===== config.mk =====
export PLATFORM = sky130hd
export DESIGN_NAME = multdiv_seq_flat
export DESIGN_NICKNAME = d
export VERILOG_FILES = /design/src/rtl/multdiv_pkg.sv /design/src/rtl/multdiv_if.sv /design/src/rtl/multdiv_step.sv /design/src/rtl/multdiv_seq.sv /design/src/flat_wrapper.sv
export SDC_FILE = /design/constraint.sdc
export NUM_CORES = 1
export LEC_CHECK = 0
export CAP_MARGIN = 20
export CORE_AREA = 2 2 276 251
export DETAILED_ROUTE_END_ITERATION = 10
export DIE_AREA = 0 0 278 253
export PLACE_DENSITY = 0.51
export SLEW_MARGIN = 5
export SYNTH_ARGS = -nofsm -noshare
export SYNTH_HDL_FRONTEND = slang
export SYNTH_SLANG_ARGS = --single-unit

===== constraint.sdc =====
create_clock -name clock -period 15.8 [get_ports clock]
set_input_delay 2.37 -clock clock [delete_from_list [all_inputs] [get_ports clock]]
set_output_delay 2.37 -clock clock [all_outputs]
set_load 0.05 [all_outputs]

===== src/rtl/multdiv_pkg.sv =====
// Shared types and constants for the iterative signed multiply/divide unit.
package multdiv_pkg;

  typedef enum logic [1:0] {
    IDLE = 2'd0,
    MULT = 2'd1,
    DIV  = 2'd2,
    DONE = 2'd3
  } state_t;

  localparam int ITERATIONS = 32;
  localparam int CNT_W      = 6;

  function automatic logic [31:0] abs32(input logic [31:0] v);
    return v[31] ? (~v + 32'd1) : v;
  endfunction

endpackage


===== src/rtl/multdiv_if.sv =====
// Operand, strobe and result bundle between the execute stage and multdiv_seq.
interface multdiv_if;
  logic [31:0] data_operandA;
  logic [31:0] data_operandB;
  logic        ctrl_MULT;
  logic        ctrl_DIV;
  logic [31:0] data_result;
  logic        data_exception;
  logic        data_resultRDY;

  modport master (
    output data_operandA, data_operandB, ctrl_MULT, ctrl_DIV,
    input  data_result, data_exception, data_resultRDY
  );

  modport slave (
    input  data_operandA, data_operandB, ctrl_MULT, ctrl_DIV,
    output data_result, data_exception, data_resultRDY
  );
endinterface


===== src/rtl/multdiv_step.sv =====
// One combinational iteration: add-shift when mode_div=0, subtract-restore when mode_div=1.
module multdiv_step
  import multdiv_pkg::*;
(
  input  logic        mode_div,
  input  logic [63:0] acc_i,
  input  logic [63:0] mcand_i,
  input  logic [31:0] mplier_i,
  output logic [63:0] acc_o,
  output logic [63:0] mcand_o,
  output logic [31:0] mplier_o
);

  logic [63:0] shifted;
  logic [32:0] diff;

  always_comb begin
    acc_o    = acc_i;
    mcand_o  = mcand_i;
    mplier_o = mplier_i;
    shifted  = {acc_i[62:0], 1'b0};
    diff     = {1'b0, shifted[63:32]} - {1'b0, mcand_i[31:0]};
    if (mode_div) begin
      // acc holds {remainder, dividend-becoming-quotient}; a borrow means restore
      if (diff[32]) begin
        acc_o = shifted;
      end else begin
        acc_o = {diff[31:0], shifted[31:1], 1'b1};
      end
    end else begin
      acc_o    = mplier_i[0] ? (acc_i + mcand_i) : acc_i;
      mcand_o  = {mcand_i[62:0], 1'b0};
      mplier_o = {1'b0, mplier_i[31:1]};
    end
  end

endmodule


===== src/rtl/multdiv_seq.sv =====
// Iterative signed 32-bit multiply/divide: 32 magnitude iterations plus a sign fix-up.
// Optional MULTDIV_EARLY_OUT_EN finishes divide-by-zero and zero-operand multiply at E1.
module multdiv_seq
  import multdiv_pkg::*;
(
  input logic      clock,
  input logic      reset,
  multdiv_if.slave bus
);

  state_t            state_q, state_d;
  logic [CNT_W-1:0]  cnt_q, cnt_d;
  logic [63:0]       acc_q, acc_d;
  logic [63:0]       mcand_q, mcand_d;
  logic [31:0]       mplier_q, mplier_d;
  logic              sign_q, sign_d;
  logic [31:0]       result_q, result_d;
  logic              exc_q, exc_d;
  logic              rdy_q, rdy_d;

  logic [63:0]       acc_s, mcand_s;
  logic [31:0]       mplier_s;

  logic [63:0]       prod;
  logic [31:0]       quot;
  logic              mult_exc, div_zero, div_exc, early, busy, last, start;

  multdiv_step u_step (
    .mode_div (state_q == DIV),
    .acc_i    (acc_q),
    .mcand_i  (mcand_q),
    .mplier_i (mplier_q),
    .acc_o    (acc_s),
    .mcand_o  (mcand_s),
    .mplier_o (mplier_s)
  );

  // Final-iteration results, valid only when the last step is taken
  always_comb begin
    prod     = sign_q ? (~acc_s + 64'd1) : acc_s;
    mult_exc = !((&prod[63:31]) || !(|prod[63:31]));
    div_zero = (mcand_q[31:0] == 32'd0);
    quot     = div_zero ? 32'd0 : (sign_q ? (~acc_s[31:0] + 32'd1) : acc_s[31:0]);
    div_exc  = div_zero || (!sign_q && acc_s[31]);
    busy     = (state_q == MULT) || (state_q == DIV);
    last     = (cnt_q == CNT_W'(ITERATIONS - 1));
    start    = bus.ctrl_MULT || bus.ctrl_DIV;
`ifdef MULTDIV_EARLY_OUT_EN
    early = busy && (cnt_q == '0) &&
            ((state_q == DIV) ? div_zero : ((mcand_q == 64'd0) || (mplier_q == 32'd0)));
`else
    early = 1'b0;
`endif
  end

  always_comb begin
    state_d  = state_q;
    cnt_d    = cnt_q;
    acc_d    = acc_q;
    mcand_d  = mcand_q;
    mplier_d = mplier_q;
    sign_d   = sign_q;
    result_d = result_q;
    exc_d    = exc_q;
    rdy_d    = 1'b0;

    case (state_q)
      MULT, DIV: begin
        acc_d    = acc_s;
        mcand_d  = mcand_s;
        mplier_d = mplier_s;
        cnt_d    = cnt_q + 1'b1;
        if (early) begin
          result_d = 32'd0;
          exc_d    = (state_q == DIV);
          rdy_d    = 1'b1;
          state_d  = DONE;
        end else if (last) begin
          result_d = (state_q == DIV) ? quot : prod[31:0];
          exc_d    = (state_q == DIV) ? div_exc : mult_exc;
          rdy_d    = 1'b1;
          state_d  = DONE;
        end
      end
      DONE:    state_d = IDLE;
      default: state_d = IDLE;
    endcase

    // A start overrides any in-flight work; a completion on this same edge still reports
    if (start) begin
      state_d  = bus.ctrl_MULT ? MULT : DIV;
      cnt_d    = '0;
      sign_d   = bus.data_operandA[31] ^ bus.data_operandB[31];
      mplier_d = abs32(bus.data_operandB);
      if (bus.ctrl_MULT) begin
        acc_d   = 64'd0;
        mcand_d = {32'd0, abs32(bus.data_operandA)};
      end else begin
        acc_d   = {32'd0, abs32(bus.data_operandA)};
        mcand_d = {32'd0, abs32(bus.data_operandB)};
      end
    end
  end

  always_ff @(posedge clock or posedge reset) begin
    if (reset) begin
      state_q  <= IDLE;
      cnt_q    <= '0;
      acc_q    <= 64'd0;
      mcand_q  <= 64'd0;
      mplier_q <= 32'd0;
      sign_q   <= 1'b0;
      result_q <= 32'd0;
      exc_q    <= 1'b0;
      rdy_q    <= 1'b0;
    end else begin
      state_q  <= state_d;
      cnt_q    <= cnt_d;
      acc_q    <= acc_d;
      mcand_q  <= mcand_d;
      mplier_q <= mplier_d;
      sign_q   <= sign_d;
      result_q <= result_d;
      exc_q    <= exc_d;
      rdy_q    <= rdy_d;
    end
  end

  assign bus.data_result    = result_q;
  assign bus.data_exception = exc_q;
  assign bus.data_resultRDY = rdy_q;

endmodule


===== src/flat_wrapper.sv =====
// flat-port wrapper written by rule: the top's interface ports become plain ports
module multdiv_seq_flat import multdiv_pkg::*;
  (clock, reset, bus_data_operandA, bus_data_operandB, bus_ctrl_MULT, bus_ctrl_DIV, bus_data_result, bus_data_exception, bus_data_resultRDY);
  multdiv_if bus_i ();
  input logic clock;
  input logic reset;
  input wire logic [$bits(bus_i.data_operandA)-1:0] bus_data_operandA;
  input wire logic [$bits(bus_i.data_operandB)-1:0] bus_data_operandB;
  input wire logic [$bits(bus_i.ctrl_MULT)-1:0] bus_ctrl_MULT;
  input wire logic [$bits(bus_i.ctrl_DIV)-1:0] bus_ctrl_DIV;
  output wire logic [$bits(bus_i.data_result)-1:0] bus_data_result;
  output wire logic [$bits(bus_i.data_exception)-1:0] bus_data_exception;
  output wire logic [$bits(bus_i.data_resultRDY)-1:0] bus_data_resultRDY;
  assign bus_i.data_operandA = bus_data_operandA;
  assign bus_i.data_operandB = bus_data_operandB;
  assign bus_i.ctrl_MULT = bus_ctrl_MULT;
  assign bus_i.ctrl_DIV = bus_ctrl_DIV;
  assign bus_data_result = bus_i.data_result;
  assign bus_data_exception = bus_i.data_exception;
  assign bus_data_resultRDY = bus_i.data_resultRDY;
  multdiv_seq u_core (.clock(clock), .reset(reset), .bus(bus_i));
endmodule

==> results, run 1 <==
- The count of flip-flops with a built-in enable after synthesis is 0.
- The primary flip-flop cell chosen by synthesis mapping is dfrtp_1.
- The cell count after synthesis came out at 2730.
- The CTS tree is yes.
- The first detailed-routing pass ran for 6 iterations.
- Buffers inserted during clock tree synthesis total 27.
- The number of top-level design ports is 102.
- In this run the static leakage power is 9.198 nW.
- The count of instances resized after the clock tree is built is 0.
- After floorplanning, the core was divided into 91 placement rows.
- Detailed routing inserted a total of 21700 vias.
- Across every metal layer, demand over resource in global routing totals 0.2472.
- The total overflow left after global routing is 0.
- Summing every instance area after synthesis gives 20030 um^2.
- STA classifies the critical path startpoint as a flop.
- The cell sitting at the root of the clock tree is a clkbuf_16.
- The internal reg-to-reg setup slack is around 8900 ps.
- The area share of the leading cell type in the synthesized netlist is 0.2536.
- The most frequent cell after synthesis is nand2_1.
- The number of nets in the synthesized netlist is 2900.
- The area of the core is 67750 um^2.
- The placed standard-cell area is 21730 um^2.
- Summed over all layers, the routed wires come to around 89 mm.
- The global-route track usage on met3 is 0.04779.
- For this run, the share of the core covered by cells in the final layout is 0.3359.
- The biggest fanout along the worst timing path is 9.
- The number of hold violations in the final report is 0.
- The kind of end point of the critical path is a flop.
- The number of hold buffers added after CTS is 0.
- The power per standard cell area is between 90 and 100 nW/um^2.
- The number of unique standard cell types used by synthesis is 93.
- The maximum buffer depth of the clock tree is 3.
- The number of design rule violations left after detail routing is 0.
- The violation count after the first detailed-route iteration is 2490.
- The number of global-route vias before repair was 19830.
- Setup violations remaining at the end of the flow were counted as 0.
- Adding up every negative setup slack in the final design gives 0 ps.
- The number of setup buffers added after CTS is 0.
- The flow ran to the end, and the final reports show no timing, DRC or antenna violations.
- The clock transition at the register clock pins on the worst setup and hold paths after CTS is around 70 ps.
- The global-route wire length before repair is 132.6 mm.
- Of all cell types, the one taking the most synthesized area is dfrtp_1.
- After synthesis, the cell types taking the most area are dfrtp_1 25%, nand2_1 7.3%, a21oi_1 7.2%.
- The die is 253 um tall.
- The initial utilization of the core area, before any placement, comes to 0.2956.
- The proportion of synthesized chip area in sequential cells is 0.2536.
- The total clock sinks is approximately 200.
- The wire length per cell after detailed routing is between 20 and 25 um.
- The net count of the finished layout is 2881.
- Summed over all nets, the half-perimeter wirelength after detailed placement is ~70 mm.
- The number of antenna violations at the first check in global routing is 1.
- For this run, asynchronously set or reset flops after synthesis account for 1.000.
- By startpoint and endpoint, the worst setup path is classified as reg -> reg.
- The met1 track demand over resource is 0.3793.
- The number of routed nets with antenna violations is 0.
- In the final layout, the share of cells above drive strength 1 is 0.05346.
- Data on the critical path is required at its endpoint by about 16000 ps.
- The number of register bits inferred by synthesis is between 200 and 250.
- After routing the design area is 22760 um^2.
- The clock arrives with 23.87 ps of skew.
- The layer carrying the most global-route usage is met1.
- The area growth from synthesis to layout is 13.63%.
- The die boundary width is 278 um.
- The met2 capacity usage during global routing is 0.3471.
- The remaining max-slew budget at the tightest pin is 0.01948.
- The final weighted congestion in routability-driven placement is 0.9798.
- The critical path data arrival time is 7390 ps.
- Timing would allow up to ~140 MHz.
- After layout, the minimum clock period comes to 6911 ps.
- The clock latency at the later pin of the worst-skew pair is about 600 ps.
- In the synthesized netlist, the cells that appear most often are 391 x nand2_1, 290 x a21oi_1, 278 x nor2_1.
- VDD sags by at most slightly above 0.08 mV.
- Dividing the synthesized area by the synthesized cell count gives 7.336 um^2.
- The total number of yosys warnings is 0.
- The count of final max-slew check failures is 0.
- The overall die area is 70330 um^2.
- Using the TritonRoute via totals, the vias-per-cell ratio works out to ~6.0.
- In the finished design, the share of the clock period the worst path needs comes to 0.4374.
- The number of port buffers is 101.
- The type of the most critical hold path is reg -> reg.
- The tool flagged a number of max-cap violations equal to 0.
- CTS built an H-tree with a depth of 1.
- Setup repair after global routing left no endpoint under its margin.
- The largest net degree at the start of global routing is 85.
- At the pin with the least slew margin, the transition time is 1471 ps.
layout by cell type (no fill, tap or decap), types with 46 or more instances in the layout:
cell	synthesis	routed
clkdlybuf4s50_1	0	99
a21oi_1	290	290
ha_1	100	99
nand2_1	391	390
a211oi_1	75	75
o21ai_0	185	185
nand4_1	59	59
and3_1	47	47
inv_1	73	71
xor2_1	76	76
nor3_1	46	46
xnor2_1	96	96
dfrtp_1	203	202
nor2_1	278	275
cells by family after synthesis:
logic type               Yosys count  share of synthesized area
AND/OR/NAND/NOR                 1037                     0.2410
AO/OA/AOI/OAI                    910                     0.2921
buffers and inverters            259                    0.04967
flip-flops                       203                     0.2536
XOR/XNOR                         172                    0.07522
adder cells (fa/ha/maj)          102                    0.06447
multiplexers                      47                    0.02386
sequential cells by signal (all words and copies together), names as in the netlist:
name / count
u_core.sign_q: 1
u_core.acc_q: 64
u_core.bus.data_result: 32
u_core.mplier_q: 32
u_core.state_q: 2
u_core.cnt_q: 6
u_core.bus.data_resultRDY: 1
u_core.mcand_q: 64
u_core.bus.data_exception: 1
critical path, stage by stage (launching register included):
cell      delay, ps
dfrtp_1         420
inv_1           120
ha_1            400
a211oi_1        300
nor2_1          110
a211oi_2        600
nand2_1         330
o21ai_2         150
nor2_1          150
nor2_1          290
ha_1            210
nand2_1          80
or4_1           540
nor4_1          420
nand2b_1        370
or3_1           490
o21ai_0         480
xor2_1          260
nand4_1         160
nor4b_1         430
nand4b_1        180
nor4_2          240
nor3_1           70
stage by stage:
| step | hold WS [ps] | cells | total power, W | worst slack, ps |
|---|---|---|---|---|
| final | 478.8 | 3615 | 0.002219 | 8889 |
| after global routing | 507.0 | 3614 | 0.002329 | 8374 |
| after CTS | 486.1 | 3613 | 0.002209 | 9056 |
| after detailed placement | 470.6 | 3564 | 0.001491 | 9071 |
| after global placement | 466.6 | 3564 | 0.001490 | 9193 |
| after floorplan | 449.6 | 2730 | 0.001190 | 7891 |
routing by layer:
layer | up-vias | wire length (um)
met3 | 114 | 8445
met4 | 0 | 2473
met5 | - | 0
li1 | 9967 | -
met1 | 10600 | 43180
met2 | 1019 | 35200
path summary, 6_finish.rpt:
kind                                            start  depth (start not counted)                         end
max in group asynchronous                       reset                          3          u_core.mcand_q[36]
setup / recovery                   u_core.mcand_q[29]                         22   u_core.bus.data_exception
min in group asynchronous                       reset                          2          u_core.mplier_q[9]
setup reg to reg                   u_core.mcand_q[29]                         22   u_core.bus.data_exception
hold reg to reg            u_core.bus.data_result[22]                          2  u_core.bus.data_result[22]
hold / removal             u_core.bus.data_result[22]                          2  u_core.bus.data_result[22]
report_power, final:
part           leakage (nW)  switching [W]  internal [W]  total [W]
registers              2.65      0.0000547      0.000556   0.000611
logic                  6.08       0.000610      0.000293   0.000903
clock network         0.471       0.000281      0.000425   0.000706
cell type report:
cell class,instances,area [um^2]
timing repair buffer,136,1286
multi-input combinational,2268,14000
clock buffer,31,710.7
fill,7150,44990
inverter,75,289.0
tap,883,1105
antenna,1,2.502
clock inverter,18,285.3
sequential,203,5081
Note: power is estimated with default switching activity, not from simulation.
==> run 2, diff against run 1 <==
--- a/config.mk
+++ b/config.mk
@@ -9,7 +9,7 @@
 export CORE_AREA = 2 2 276 251
 export DETAILED_ROUTE_END_ITERATION = 10
 export DIE_AREA = 0 0 278 253
-export PLACE_DENSITY = 0.51
+export PLACE_DENSITY = 0.53
 export SLEW_MARGIN = 5
 export SYNTH_ARGS = -nofsm -noshare
 export SYNTH_HDL_FRONTEND = slang
==> constraint.sdc (replaced) <==
create_clock -name clock -period 6.3 [get_ports clock]
set_input_delay 0.945 -clock clock [delete_from_list [all_inputs] [get_ports clock]]
set_output_delay 0.945 -clock clock [all_outputs]
set_load 0.05 [all_outputs]
==> results, run 2 (synthesis gave the netlist of run 1 again) <==
- The clock tree root driver cell is clkbuf_16.
- The estimated wirelength of the detail-placed design is 71.29 mm (+4.1%).
- The net count of the finished layout was 2998 (+4.1%).
- The worst slack after detailed placement is -67.43 ps (-9138 ps).
- The portion of total power attributed to sequential cells came to 0.263 (-0.012).
- The die boundary width was 278 um (unchanged).
- The final critical-path required period is 6030 ps (-881.0 ps).
- The area of the core is 67750 um^2 (unchanged).
- The part of the total power dissipated in the clock network was 0.303 (-0.015).
- The maximum buffer depth of the clock tree was 3 (unchanged).
- The worst hold path belongs to the class reg -> reg.
- The total global routing overflow came to 0 (unchanged).
- The number of global-route vias before repair is 20320 (+2.5%).
- The number of top-level design ports is 102 (unchanged).
- The final wirelength is 90.22 mm (+1.0%).
- The net switching share of the total power was 0.4221 (-0.003913).
- The first-pass detailed-route iteration total came to 6 (unchanged).
- The all-layer global routing usage is 0.2492 (+0.002004).
- The number of design rule violations left after detail routing came to 0 (unchanged).
- The transition at the pin with the smallest max-transition slack was 1116 ps (-354.9 ps).
- The largest net degree at the start of global routing came to 99 (+16%).
- The portion of the clock cycle consumed by the worst path in the final layout is 0.9572 (+0.5198).
- Leaving out fill and tap cells, the most frequent cell in the layout is nand2_1.
- The critical path data required time is 6760 ps (-9510 ps).
- The number of hold violations in the final report is 0 (unchanged).
- TritonCTS built the clock tree.
- The power per standard cell area is 239.5 nW/um^2 (+150%).
- The internal power consumption is 0.003270 W (+160%).
- The clock latency at the later pin of the worst-skew pair is 610 ps (about the same).
- The highest attainable clock frequency is 165.8 MHz (+15%).
- The remaining max-slew budget at the tightest pin is 0.2466 (+0.2271).
- The share of total power in combinational logic came to 0.433 (+0.026).
- The global-route wire length before repair is 134.2 mm (+1.2%).
- The count of H-tree levels built during CTS is 1 (unchanged).
- The wire length per cell after detailed routing is 24.18 um (-2.1%).
- The number of vias per cell after detailed routing is 5.950 (-0.89%).
- The number of buffers created by CTS is 29 (+7.4%).
- The peak ir drop on the vdd network is 0.1864 mV (+130%).
- The cell leakage power is 9.761 nW (+6.1%).
- The count of final max-slew check failures is 0 (unchanged).
- The critical path data arrival time is 6490 ps (-900 ps).
- The worst clock skew is 29.45 ps (+5.587 ps).
- The overall die area is 70330 um^2 (unchanged).
- The final weighted congestion in routability-driven placement came to 1.040 (+6.1%).
- Relative to the synthesized area, the layout overhead comes to 17.96%.
- STA classifies the critical path startpoint as a flop.
- The number of antenna violations at the first check in global routing is 6 (+5).
- The number of endpoints failing setup at the final stage is 0 (unchanged).
- The clock transition at the register clock pins on the worst setup and hold paths after CTS was 60 ps (about the same).
- The final core utilization is 0.3487 (+0.01282).
- The initial standard-cell utilization of the core is 0.2956 (unchanged).
- The number of port buffers is 101 (unchanged).
- The number of setup buffers added after CTS is 0 (unchanged).
- The count of max-cap constraint violations is 0 (unchanged).
- The count of non-filler cells in the finished layout came to 3732 (+3.2%).
- The number of routed nets with antenna violations came to 0 (unchanged).
- The violation count after the first detailed-route iteration is 2451 (-1.6%).
- The internal reg-to-reg setup slack was 270 ps (-8620 ps).
- The fraction of layout instances using a drive strength above 1 is 0.09164 (+0.03818).
- The total instance count after detailed placement was 3679 (+3.2%).
- The net switching power of the design is 0.002389 W (+150%).
- The total clock sinks is 203 (unchanged).
- The worst hold path cell count was 1 (-1).
- The critical path class is reg -> reg.
- The flow ran to the end, and the final reports show no timing, DRC or antenna violations.
- The number of standard-cell rows in the floorplan was 91 (unchanged).
- In the final layout, the registers with the most flip-flops are u_core.acc_q: 64 flops, u_core.mcand_q: 64 flops.
- The worst hold margin came to 481.3 ps (+2.521 ps).
- The length in cells of the worst reg-to-reg path was 24 (+9.1%).
- The vertical extent of the die is 253 um (unchanged).
- The via count is 22210 (+2.3%).
- The worst setup path is captured at a flop.
- The worst path setup slack after routing is 269.5 ps (-8619 ps).
- Leaving out fill and tap cells, the most frequent cells in the layout are 390 x nand2_1, 290 x a21oi_1, 275 x nor2_1.
- The biggest fanout along the worst timing path is 5 (-4).
- Setup repair after global routing left no endpoint under its margin.
## run 2: critical path, stage by stage (launching register included)
cell,delay [ps]
dfrtp_1,370
inv_1,80
ha_1,170
inv_1,60
fa_1,410
a211oi_2,270
o211ai_2,160
a32o_2,290
a21bo_2,250
o21ai_4,210
nor2_1,100
nor2_1,170
ha_1,200
nand2_1,80
or4_4,480
nor4_1,210
buf_4,190
or3b_1,350
or4_4,550
nor4_2,250
a21oi_1,130
xor2_1,190
or3b_1,410
nor4_2,250
nor3_1,60
## run 2: metrics by stage
step	area (um^2)	total power, W	setup TNS (ps)
floorplan	20040	0.002985	0
global placement	22610	0.003869	-34.74
detailed placement	22610	0.003882	-67.43
CTS	23580	0.005619	0
global route	23620	0.005930	0
finish	23630	0.005659	0
## run 2: power by group through the flow
stage	clock network [W]	registers (W)	logic, W
2_1_floorplan	0	0.00148	0.00150
3_3_place_gp	0	0.00150	0.00237
3_5_place_dp	0	0.00151	0.00237
4_1_cts	0.00175	0.00149	0.00238
5_1_grt	0.00180	0.00150	0.00263
6_report	0.00172	0.00149	0.00245
## run 2: timing repair
action,CTS,global route
setup endpoints to repair,1,1
hold buffers,0,0
pin swaps,0,0
gates resized for setup,1,5
## run 2: worst paths after layout
| kind | start | to |
|---|---|---|
| min in group asynchronous | reset | u_core.mplier_q[3] |
| worst min register to register | u_core.mplier_q[31] | u_core.mplier_q[31] |
| worst max register to register | u_core.acc_q[31] | u_core.bus.data_exception |
| max in group asynchronous | reset | u_core.bus.data_exception |
| worst min-delay path | u_core.mplier_q[31] | u_core.mplier_q[31] |
| worst max-delay path | u_core.acc_q[31] | u_core.bus.data_exception |
## run 2: area by class of cell
type	count	area [um^2]
clock inverter	12	185.2
inverter	75	285.3
tap	883	1105
clock buffer	39	783.3
sequential	203	5081
fill	7135	44120
antenna	1	2.502
timing repair buffer	251	2162
multi-input combinational	2268	14020
## run 2: routing by layer
layer / global-route usage / share of wire
met5: 0 / 0.00042
met4: 0.05992 / 0.024
met3: 0.04346 / 0.092
met2: 0.3601 / 0.41
met1: 0.3782 / 0.48
